--- config.mk ---
export PLATFORM = sky130hd
export DESIGN_NAME = lcd_reader
export DESIGN_NICKNAME = d
export VERILOG_FILES = /design/src/rtl/lcd_reader.sv
export SDC_FILE = /design/constraint.sdc
export NUM_CORES = 1
export LEC_CHECK = 0
export CAP_MARGIN = 10
export CORE_AREA = 3 3 51 53
export DETAILED_ROUTE_END_ITERATION = 8
export DIE_AREA = 0 0 54 56
export PLACE_DENSITY = 0.85
export RECOVER_POWER = 25
export SLEW_MARGIN = 10
export SYNTH_ARGS = -nofsm -noshare
export SYNTH_HDL_FRONTEND = slang
export SYNTH_SLANG_ARGS = --single-unit
--- constraint.sdc ---
create_clock -name clock -period 2.3 [get_ports clock]
set_clock_uncertainty 0.05 [all_clocks]
set_input_delay 0.345 -clock clock [delete_from_list [all_inputs] [get_ports clock]]
set_output_delay 0.345 -clock clock [all_outputs]
set_load 0.01 [all_outputs]
--- src/rtl/lcd_reader.sv ---
// rtl/lcd_reader.sv - HD44780 read-cycle sequencer: busy-flag/address or data-RAM read with optional busy polling.
// Optional feature macro: LCD_BUSY_POLL_EN (repeat rs=0 reads until bit 7 clears, bounded by POLL_TIMEOUT).
module lcd_reader #(
    parameter int CLOCK_DIVIDER = 16,
    parameter int SETUP_CYCLES  = 2,
    parameter int HOLD_CYCLES   = 2,
    parameter int POLL_TIMEOUT  = 4096
) (
    input  logic       clock,
    input  logic       reset,
    input  logic       start,
    input  logic       rs,
    input  logic       poll,
    output logic [7:0] data_out,
    output logic       done,
    output logic       busy,
    output logic       timeout,
    input  logic [7:0] lcd_data_in,
    output logic       lcd_rs,
    output logic       lcd_rw,
    output logic       lcd_en
);

    localparam int MAX_A = (SETUP_CYCLES > CLOCK_DIVIDER) ? SETUP_CYCLES : CLOCK_DIVIDER;
    localparam int MAX_T = (HOLD_CYCLES > MAX_A) ? HOLD_CYCLES : MAX_A;
    localparam int CW    = $clog2(MAX_T) + 1;

    localparam logic [CW-1:0] SETUP_LOAD = CW'(SETUP_CYCLES - 1);
    localparam logic [CW-1:0] EN_LOAD    = CW'(CLOCK_DIVIDER - 1);
    localparam logic [CW-1:0] HOLD_LOAD  = CW'(HOLD_CYCLES - 1);

    // FINISH never occupies a cycle; it is folded into the HOLD exit edge.
    typedef enum logic [2:0] {
        IDLE,
        SETUP,
        EN_HIGH,
        HOLD,
        FINISH
    } state_t;

    state_t        state;
    logic [CW-1:0] cnt;
    logic          poll_more;
    logic          poll_expire;

`ifdef LCD_BUSY_POLL_EN
    localparam int PW = $clog2(POLL_TIMEOUT) + 1;

    logic          poll_flag;
    logic [PW-1:0] poll_cnt;

    always_comb begin
        poll_more   = 1'b0;
        poll_expire = 1'b0;
        if (poll_flag && data_out[7]) begin
            if ((32'(poll_cnt) + 1) < POLL_TIMEOUT)
                poll_more = 1'b1;
            else
                poll_expire = 1'b1;
        end
    end
`else
    logic unused_cfg;

    assign poll_more   = 1'b0;
    assign poll_expire = 1'b0;
    assign timeout     = 1'b0;
    assign unused_cfg  = poll ^ (POLL_TIMEOUT == 0);
`endif

    always_ff @(posedge clock) begin
        if (reset) begin
            state    <= IDLE;
            cnt      <= '0;
            data_out <= 8'h00;
            done     <= 1'b0;
            busy     <= 1'b0;
            lcd_rs   <= 1'b0;
            lcd_rw   <= 1'b0;
            lcd_en   <= 1'b0;
`ifdef LCD_BUSY_POLL_EN
            timeout   <= 1'b0;
            poll_flag <= 1'b0;
            poll_cnt  <= '0;
`endif
        end else begin
            case (state)
                IDLE: begin
                    if (start) begin
                        lcd_rs <= rs;
                        lcd_rw <= 1'b1;
                        busy   <= 1'b1;
                        done   <= 1'b0;
                        cnt    <= SETUP_LOAD;
                        state  <= SETUP;
`ifdef LCD_BUSY_POLL_EN
                        poll_flag <= poll & ~rs;
                        timeout   <= 1'b0;
                        poll_cnt  <= '0;
`endif
                    end
                end
                SETUP: begin
                    if (cnt == '0) begin
                        lcd_en <= 1'b1;
                        cnt    <= EN_LOAD;
                        state  <= EN_HIGH;
                    end else begin
                        cnt <= cnt - CW'(1);
                    end
                end
                EN_HIGH: begin
                    if (cnt == '0) begin
                        data_out <= lcd_data_in;
                        lcd_en   <= 1'b0;
                        cnt      <= HOLD_LOAD;
                        state    <= HOLD;
                    end else begin
                        cnt <= cnt - CW'(1);
                    end
                end
                HOLD: begin
                    if (cnt != '0) begin
                        cnt <= cnt - CW'(1);
                    end else if (poll_more) begin
                        cnt   <= SETUP_LOAD;
                        state <= SETUP;
`ifdef LCD_BUSY_POLL_EN
                        poll_cnt <= poll_cnt + PW'(1);
`endif
                    end else begin
                        done   <= 1'b1;
                        busy   <= 1'b0;
                        lcd_rw <= 1'b0;
                        state  <= IDLE;
`ifdef LCD_BUSY_POLL_EN
                        timeout <= poll_expire;
`endif
                    end
                end
                default: begin
                    state  <= IDLE;
                    lcd_en <= 1'b0;
                end
            endcase
        end
    end

endmodule

-- After elaboration in Yosys (flattened, before gate mapping)
Cells that the tools add are included.
- bits in writable memories: 0
- latch bits: 0
- input port bits: 13
- memories: 0
- ROM bits: 0
- register bits: 20
- multiplexer cells: 19
- magnitude comparators: 0
- multiply operators: 0
- equal/unequal tests: 8
- shift operators: 0
- reduce and logical (&&, ||, !) cells: 12
- divide/modulo/power cells: 0
- add/sub/neg operators: 1
- bitwise logic cells: 1
- operators with widths (kind ; number):
    2-to-1 mux 5 bit ; 4
    one-hot mux 5 bit (4 select lines) ; 1
    2-to-1 mux 3 bit ; 4
    one-hot mux 3 bit (4 select lines) ; 1
    != test 2 bit (second input constant) ; 5
    AND reduction 3 bit ; 3
    == test 3 x 2 -> 1 bit (second input constant) ; 2
    2-to-1 mux 1 bit ; 6
    logical NOT 5 bit ; 1
    nonzero test 5 bit ; 1
    subtractor 5 x 1 -> 5 bit (second input constant) ; 1
    one-hot mux 1 bit (2 select lines) ; 2
    AND reduction 2 bit ; 2
    AND reduction 4 bit ; 1
    nonzero test 4 bit ; 1
    == test 3 x 1 -> 1 bit (second input constant) ; 1
    logical NOT 3 bit ; 1
    one-hot mux 1 bit (3 select lines) ; 1
    nonzero test 2 bit ; 1
    OR reduction 2 bit ; 1
    inverter 1 bit ; 1

-- Longest topological paths before layout
Gate-level depths: netlist of the first run.
- depth after elaboration: 4
- gate-level depth with buffers: 8
- depth with buffers taken out: 6

-- Worst setup path after synthesis of the first run
No wires, ideal clock.
- kind: register to register
- from: register state[1]
- to: register state[0]
- setup slack: 722 ps
- stages on the path, launching flop included: 7
- required time: 2183 ps
- period minus slack after synthesis: 1578 ps
- path buffers: 0
- setup time: 67 ps
- arrival time: 1460 ps
- path through: dfxtp_1 > inv_1 > ha_1 > nor3_4 > o21ai_1 > a211o_1 > a21oi_2
- word-level cells in the longest chain between the ends: 3
- RTL lines (item ; line ; RTL):
    start, declared ; 41 ; state_t state;
    start signal, assigned ; 73 ; state <= IDLE;
    start signal, assigned ; 95 ; state <= SETUP;
    start signal, assigned ; 107 ; state <= EN_HIGH;
    == test 3 x 1 -> 1 bit (tied with other cells) ; 87 ; case (state)
    != test 2 bit (no source line) ; n/a ;
    AND reduction 4 bit (no source line) ; n/a ;
Parallel ways exist; a longest one is shown, timed or not.
A chain may end at the register's enable or synchronous reset.

-- Final worst setup path of the first run
- from: register state[0]
- to: register cnt[2]
- word-level cells in the longest chain between the ends: 3
- RTL lines (item ; line ; RTL):
    == test 3 x 2 -> 1 bit (tied with other cells) ; 87 ;
    nonzero test 4 bit (no source line) or != test 2 bit (tied branches) ; n/a ;
    AND reduction 3 bit (no source line) ; n/a ;
    end signal, assigned ; 109 ; cnt <= cnt - CW'(1);
    end signal, assigned ; 119 ; cnt <= cnt - CW'(1);
    end signal, assigned ; 124 ; cnt <= cnt - CW'(1);
    end, declared ; 42 ; logic [CW-1:0] cnt;
Parallel ways exist; a longest one is shown, timed or not.

==> results of run 1 <==
[worst min-delay path, delay by kind of cell (launching register included)]
| family | cells | cell delay, ns |
|---|---|---|
| AOI/OAI and AO/OA | 1 | 0.05 |
| DFF | 1 | 0.32 |
| and+or+nand+nor | 1 | 0.05 |
[stage by stage]
| stage | setup WS, ns | hold WS [ns] |
|---|---|---|
| 2_1_floorplan | 0.722 | 0.416 |
| 3_3_place_gp | 0.540 | 0.393 |
| 3_5_place_dp | 0.484 | 0.397 |
| 4_1_cts | 0.458 | 0.412 |
| 5_1_grt | 0.224 | 0.421 |
| 6_report | 0.449 | 0.403 |
[sequential cells by signal, indices dropped and copies added, names as in the netlist]
name      cells
lcd_rs        1
cnt           5
lcd_en        1
done          1
state         2
lcd_rw        1
data_out      8
[routing by layer]
metal  global-route usage  part of all wire
met1                0.181              0.44
met2                0.265              0.49
met3               0.0241             0.059
met4               0.0534             0.012
met5                    0                 0
[layout make-up]
| class | count | area, sq um | share of cell area |
|---|---|---|---|
| tap | 28 | 35.0 | 0.0278 |
| inverter | 7 | 26.3 | 0.0208 |
| clock buffer | 4 | 26.3 | 0.0208 |
| multi-input combinational | 84 | 532 | 0.421 |
| sequential | 19 | 380 | 0.301 |
| timing repair buffer | 27 | 263 | 0.208 |
[cell families after synthesis]
kind of cell	Yosys count
buffers and inverters	15
AOI/OAI and AO/OA	29
other	1
adders and majority gates	6
xor gates and xnor gates	1
DFF	19
and+or+nand+nor	46
muxes	1
[worst max-delay path by stage]
stage	endpoint	start
6_report	cnt[2]	state[0]
5_1_grt	cnt[2]	state[0]
4_1_cts	state[0]	state[0]
3_5_place_dp	state[0]	state[0]
3_3_place_gp	state[0]	state[0]
2_1_floorplan	state[0]	state[1]
[power by group through the flow]
stage,registers [W],logic (W),clock network [W]
after floorplan,0.000473,0.000653,0
after global placement,0.000460,0.000827,0
after detailed placement,0.000466,0.000857,0
after CTS,0.000458,0.000862,0.000175
after global routing,0.000466,0.000952,0.000188
final,0.000457,0.000854,0.000167
[cell usage after synthesis (all sizes together) (2+ instances only)]
library cell and count:
clkbuf 3, nand3 9, o21ai 3, nor3 5, nor3b 2, nand3b 2, ha 6, a21oi 16
buf 5, nor2 8, dfxtp 19, inv 7, nand2 15
==> summary.md, run 1 <==
| Metric | Value |
|---|---|
| Status | `completed` |
| Worst-path clk slew | `0.11 ns` |
| Sequential share of the synthesized area | `0.383` |
| CP Launch Type | `register` |
| Seq cells post-synth | `19` |
| Critical path class | `reg -> reg` |
| CP Buf/Inv Count | `2` |
| Port Buffers | `24` |
| Setup repair after global routing missed its margin | `no` |
| Worst endpoint required time | `roughly 2.5 ns` |
| Minimum clock period | `1.85 ns` |
| GP Congestion | `between 0.7 and 0.8` |
| Relative slew margins | `0.644` |
| Clock sinks | `19` |
| Synth Area in Adders | `0.0757` |
| R2R Path End | `cnt[2]` |
| Synth top area cells | `dfxtp_1, a21oi_1, ha_1` |
| Final setup vio count | `0` |
| Crit path max fanout | `12` |
| Total negative setup slack | `0 ns` |
| DR iter-0 viols | `17` |
| Main combinational cell family by area after synthesis | `simple AND/OR/NAND/NOR gates` |
| Asr flop ratio synth | `0` |
| CP delay by family, top | `compound AO/OA/AOI/OAI gates` |
| Vias in the first global route | `842` |
| Hold WC Path Type | `reg -> reg` |
| Compound-Gate Fraction of Synth Area | `0.195` |
| Final wirelength | `2150 microns` |
| Hold Crit Depth | `2` |
| Placeable Area | `2190 sq um` |
| Mean Syn Cell Area | `8.41 sq um` |
| Initial antenna violation count | `0` |
| Max clock buf depth | `2` |
| Drt wl/cell | `12.7 microns` |
| CTS tree | `yes` |
| Critical-path cell list | `inv_1 -> ha_1 -> inv_1 -> o31ai_1 -> nand4b_1 -> a31oi_1` |
| Multiplexer share of the synthesized area | `0.0101` |
| Synth Area in XOR/XNOR | `0.00883` |
| Hold bufs inserted after CTS | `0` |
| Root buf cell | `clkbuf_4` |
| Mapped Cells | `roughly 120` |
| CTS Buf Count | `3` |
| Layout Nets | `161` |
| Layout Cells excl Fill | `169` |
| Finished Cell Area | `between 1000 and 1500 sq um` |
| R2R cell count | `6` |
| Cell variety after synth | `36` |
| Area fraction of the dominant cell type after synthesis | `0.383` |
| Initial Utilization | `0.453` |
| Simple-gate share of the synthesized area | `0.242` |
| Cell Rows | `17` |
| Reg2reg start | `state[0]` |
| Post-CTS setup buffers | `0` |
| Max Cap Viol | `0` |
| Total power | `~0.0015 W` |
| Switching part of the total power | `0.429` |
| Delay of the slowest critical-path stage | `about 0.45 ns` |
| DP HPWL | `1650 microns` |
| Leading area contributor after synthesis | `dfxtp_1` |
| Util after Layout | `0.576` |
| Power Dens Cells | `~1200 nW/um^2` |
| Logic pwr share | `0.578` |
| P_sw | `0.000634 W` |
| Ys flop type | `dfxtp_1` |
| Largest net degree at the start of global routing | `15` |
| Clock power share | `0.113` |
| LEAKAGE | `0.494 nW` |
| Dpl cells | `165` |
| Syn-to-layout area delta | `27.2%` |
| Gr ovfl total | `0` |
| Hold Path End | `data_out[2]` |
| CP max-delay cell | `ha_1` |
| Cell depth of the worst setup path | `6` |
| Final hold vios | `0` |
| Filler cells | `199` |
| Initial DRT Pass Iterations | `3` |
| Internal power | `about 0.00084 W` |
| Worst reg2reg setup slack | `about 0.45 ns` |
| Commonest non-fill, non-tap cell in the layout | `dfxtp_1` |
| Die W | `54 microns` |
| Clk_lat worst skew | `0.30 ns` |
| Most frequent cells in the layout | `dfxtp_1, clkdlybuf4s50_1, nand2_1, a21oi_1, nand3_1` |
| Post-route DRC | `0` |
| GRT Util Overall | `0.152` |
| Via density per instance | `around 5.2` |
| Arrival @ worst endpoint | `2.03 ns` |
| ANT cells | `0` |
| Worst setup EP type | `register` |
| EDFF count, synth | `0` |
| Most used cell, CP | `inv_1` |
| Peak supply drop | `0.754 mV` |
| First-pass GRT wire length | `3530 microns` |
| Hold_sp | `data_out[2]` |
| Max Fclk | `roughly 0.54 GHz` |
| Final max-slew violation count | `0` |
| Ports | `27` |
| Die H | `56 microns` |
| Dpl cell area | `1240 sq um` |
| Worst-Margin Slew | `approximately 0.53 ns` |
| Flop pwr share | `0.309` |
| Die area | `3020 sq um` |
| Synthesized cell area | `992 sq um` |
| Syn nets | `about 140` |
| Yosys warnings | `0` |
| Final period util | `0.805` |
| Share of cells above drive strength 1 | `0.0709` |
| H-tree depth | `1` |
| Post-CTS sizing | `0` |
| Via count | `between 800 and 900` |
| DRT antenna net count | `0` |
Power figures use the tool's default switching activity.
==> run 2, diff against run 1 <==
==> constraint.sdc (replaced) <==
create_clock -name clock -period 1.9 [get_ports clock]
set_clock_uncertainty 0.05 [all_clocks]
set_input_delay 0.285 -clock clock [delete_from_list [all_inputs] [get_ports clock]]
set_output_delay 0.285 -clock clock [all_outputs]
set_load 0.01 [all_outputs]
==> run 2 against run 1 <==
Register-to-register slack got worse by 0.32 ns. Clock-buffer cell count did not move. Highest routed layer unchanged. Critical path depth is the same. Sequential cell count unchanged. Clock power grew 17%. Maximum frequency rose by 4.5%. Hold slack better by 0.00070 ns. Utilization increased by 1.1 points. Combinational power up 25%. Total power is 23% higher. Sequential share of layout area fell by 0.56 points.
==> summary.md, run 2 (synthesis results as in run 1) <==
| Metric | Value |
|---|---|
| Critical-path cell list | `inv_1 -> ha_1 -> nor3_4 -> o21ai_1 -> a211o_1 -> a21oi_2` |
| Root buf cell | `clkbuf_4` |
| Initial DRT Pass Iterations | `4 (+1)` |
| Reg2reg start | `state[1]` |
| Hold bufs inserted after CTS | `0 (unchanged)` |
| Hold Path End | `data_out[0]` |
| Cell Rows | `17 (unchanged)` |
| Die area | `3020 sq um (unchanged)` |
| Die W | `54 microns (unchanged)` |
| Clk_lat worst skew | `0.29 ns (about the same)` |
| CP max-delay cell | `dfxtp_1` |
| Util after Layout | `0.587 (+0.0109)` |
| DP HPWL | `1670 microns (+1.5%)` |
| Drt wl/cell | `12.7 microns (about the same)` |
| Filler cells | `190 (-4.5%)` |
| Initial antenna violation count | `0 (unchanged)` |
| Final setup vio count | `0 (unchanged)` |
| Hold Crit Depth | `2 (unchanged)` |
| DRT antenna net count | `0 (unchanged)` |
| CTS tree | `yes` |
| Hold_ws | `0.404 ns (+0.000702 ns)` |
| Clock sinks | `19 (unchanged)` |
| Max clock buf depth | `2 (unchanged)` |
| Max Cap Viol | `0 (unchanged)` |
| Die H | `56 microns (unchanged)` |
| Initial Utilization | `0.453 (unchanged)` |
| Worst setup EP type | `register` |
| Syn-to-layout area delta | `29.6%` |
| Layout Nets | `163 (+1.2%)` |
| ANT cells | `0 (unchanged)` |
| Max Fclk | `0.564 GHz (+4.5%)` |
| Placeable Area | `2190 sq um (unchanged)` |
| GP Congestion | `0.846 (+13%)` |
| Cell depth of the worst setup path | `6 (unchanged)` |
| Ports | `27 (unchanged)` |
| Hold WC Path Type | `reg -> reg` |
| H-tree depth | `1 (unchanged)` |
| R2R cell count | `6 (unchanged)` |
| DR iter-0 viols | `25 (+8)` |
| CTS Buf Count | `3 (unchanged)` |
| Minimum clock period | `1.77 ns (-0.0790 ns)` |
| Largest net degree at the start of global routing | `15 (unchanged)` |
| Hold_sp | `data_out[0]` |
| Largest regs | `data_out (8), cnt (5), state (2)` |
| Final hold vios | `0 (unchanged)` |
| Biggest register | `data_out` |
| Total negative setup slack | `0 ns (unchanged)` |
| Gr ovfl total | `0 (unchanged)` |
| Share of cells above drive strength 1 | `0.0979 (+0.0270)` |
| Via density per instance | `5.37 (+2.6%)` |
| Worst reg2reg setup slack | `0.13 ns (-0.32 ns)` |
| Delay of the slowest critical-path stage | `0.41 ns (-0.04 ns)` |
| Commonest non-fill, non-tap cell in the layout | `dfxtp_1` |
| Peak supply drop | `0.808 mV (+7.2%)` |
| Final period util | `0.933 (+0.128)` |
| CP Buf/Inv Count | `1 (-1)` |
| Worst endpoint required time | `2.09 ns (-0.38 ns)` |
| CP Launch Type | `register` |
| R2R Path End | `state[0]` |
| Via count | `919 (+3.8%)` |
| Setup repair after global routing missed its margin | `no` |
| Post-CTS setup buffers | `0 (unchanged)` |
| Status | `completed` |
| Final max-slew violation count | `0 (unchanged)` |
| First-pass GRT wire length | `3650 microns (+3.5%)` |
| Post-route DRC | `0 (unchanged)` |
| Most frequent cells in the layout | `dfxtp_1, clkdlybuf4s50_1, a21oi_1` |
| Number of flip-flops under the largest register name | `8 (unchanged)` |
| Critical path class | `reg -> reg` |
| Final wirelength | `2180 microns (+1.1%)` |
| Port Buffers | `24 (unchanged)` |
| Power Dens Cells | `1420 nW/um^2 (+21%)` |
| Arrival @ worst endpoint | `1.96 ns (-0.07 ns)` |
| CP delay by family, top | `compound AO/OA/AOI/OAI gates` |
| LEAKAGE | `0.502 nW (+1.5%)` |
| GRT Util Overall | `0.159 (+0.00733)` |
| Worst-path clk slew | `0.10 ns (about the same)` |
| Vias in the first global route | `904 (+7.4%)` |
| Crit path max fanout | `5 (-7)` |
[run 2: cell count changes in the layout (fill, tap and decap cells not counted)]
cell | before | now
buf_4 | 3 | 4
buf_6 | 0 | 1
clkdlybuf4s50_1 | 17 | 18
dlygate4sd3_1 | 7 | 6
ha_1 | 6 | 5
ha_2 | 0 | 1
nand2_1 | 15 | 14
nand2_2 | 0 | 1
[run 2: per-layer routing]
layer / routed length (microns) / track usage
met2: 1130 / 0.284
met1: 827 / 0.177
met3: 185 / 0.0295
met4: 38 / 0.0641
met5: 0 / 0
[run 2: worst min-delay path: cells and delay by family (launching register included)]
kind,cells,cell delay [ns]
DFF,1,0.32
AOI/OAI and AO/OA,1,0.05
and+or+nand+nor,1,0.05
[run 2: area by class of cell]
type	instances	area, sq um	share of cell area
sequential	19	380	0.296
multi-input combinational	84	537	0.417
clock buffer	4	26.3	0.0204
inverter	7	26.3	0.0204
timing repair buffer	29	282	0.219
tap	28	35.0	0.0272
[run 2: worst max-delay path by stage]
stage                         from     endpoint  slack (ns)
after floorplan           state[1]     state[0]        0.32
after global placement    state[1]     state[0]        0.20
after CTS                   cnt[0]  data_out[3]        0.11
after global routing        cnt[0]       cnt[2]       0.005
after detailed placement    cnt[0]  data_out[3]        0.11
final                     state[1]     state[0]        0.13
[run 2: power by group]
part / switching (W) / leakage [nW] / internal [W] / total [W]
combinational: 0.000582 / 0.332 / 0.000488 / 0.00107
clock: 0.000115 / 0.0150 / 0.0000818 / 0.000196
sequential: 0.0000707 / 0.155 / 0.000484 / 0.000554
[run 2: stage by stage]
step | std cells | power, W | setup slack, ns | area, sq um
finish | 171 | 0.00182 | 0.128 | 1290
global route | 171 | 0.00198 | 0.00544 | 1290
CTS | 171 | 0.00182 | 0.108 | 1280
detailed placement | 167 | 0.00161 | 0.115 | 1250
global placement | 167 | 0.00157 | 0.195 | 1250
floorplan | 118 | 0.00136 | 0.322 | 992
[run 2: what timing repair did]
item                                    CTS  global route
endpoints found under the setup margin    0             9
endpoints found under the hold margin     0             0
resized for setup                         0             3
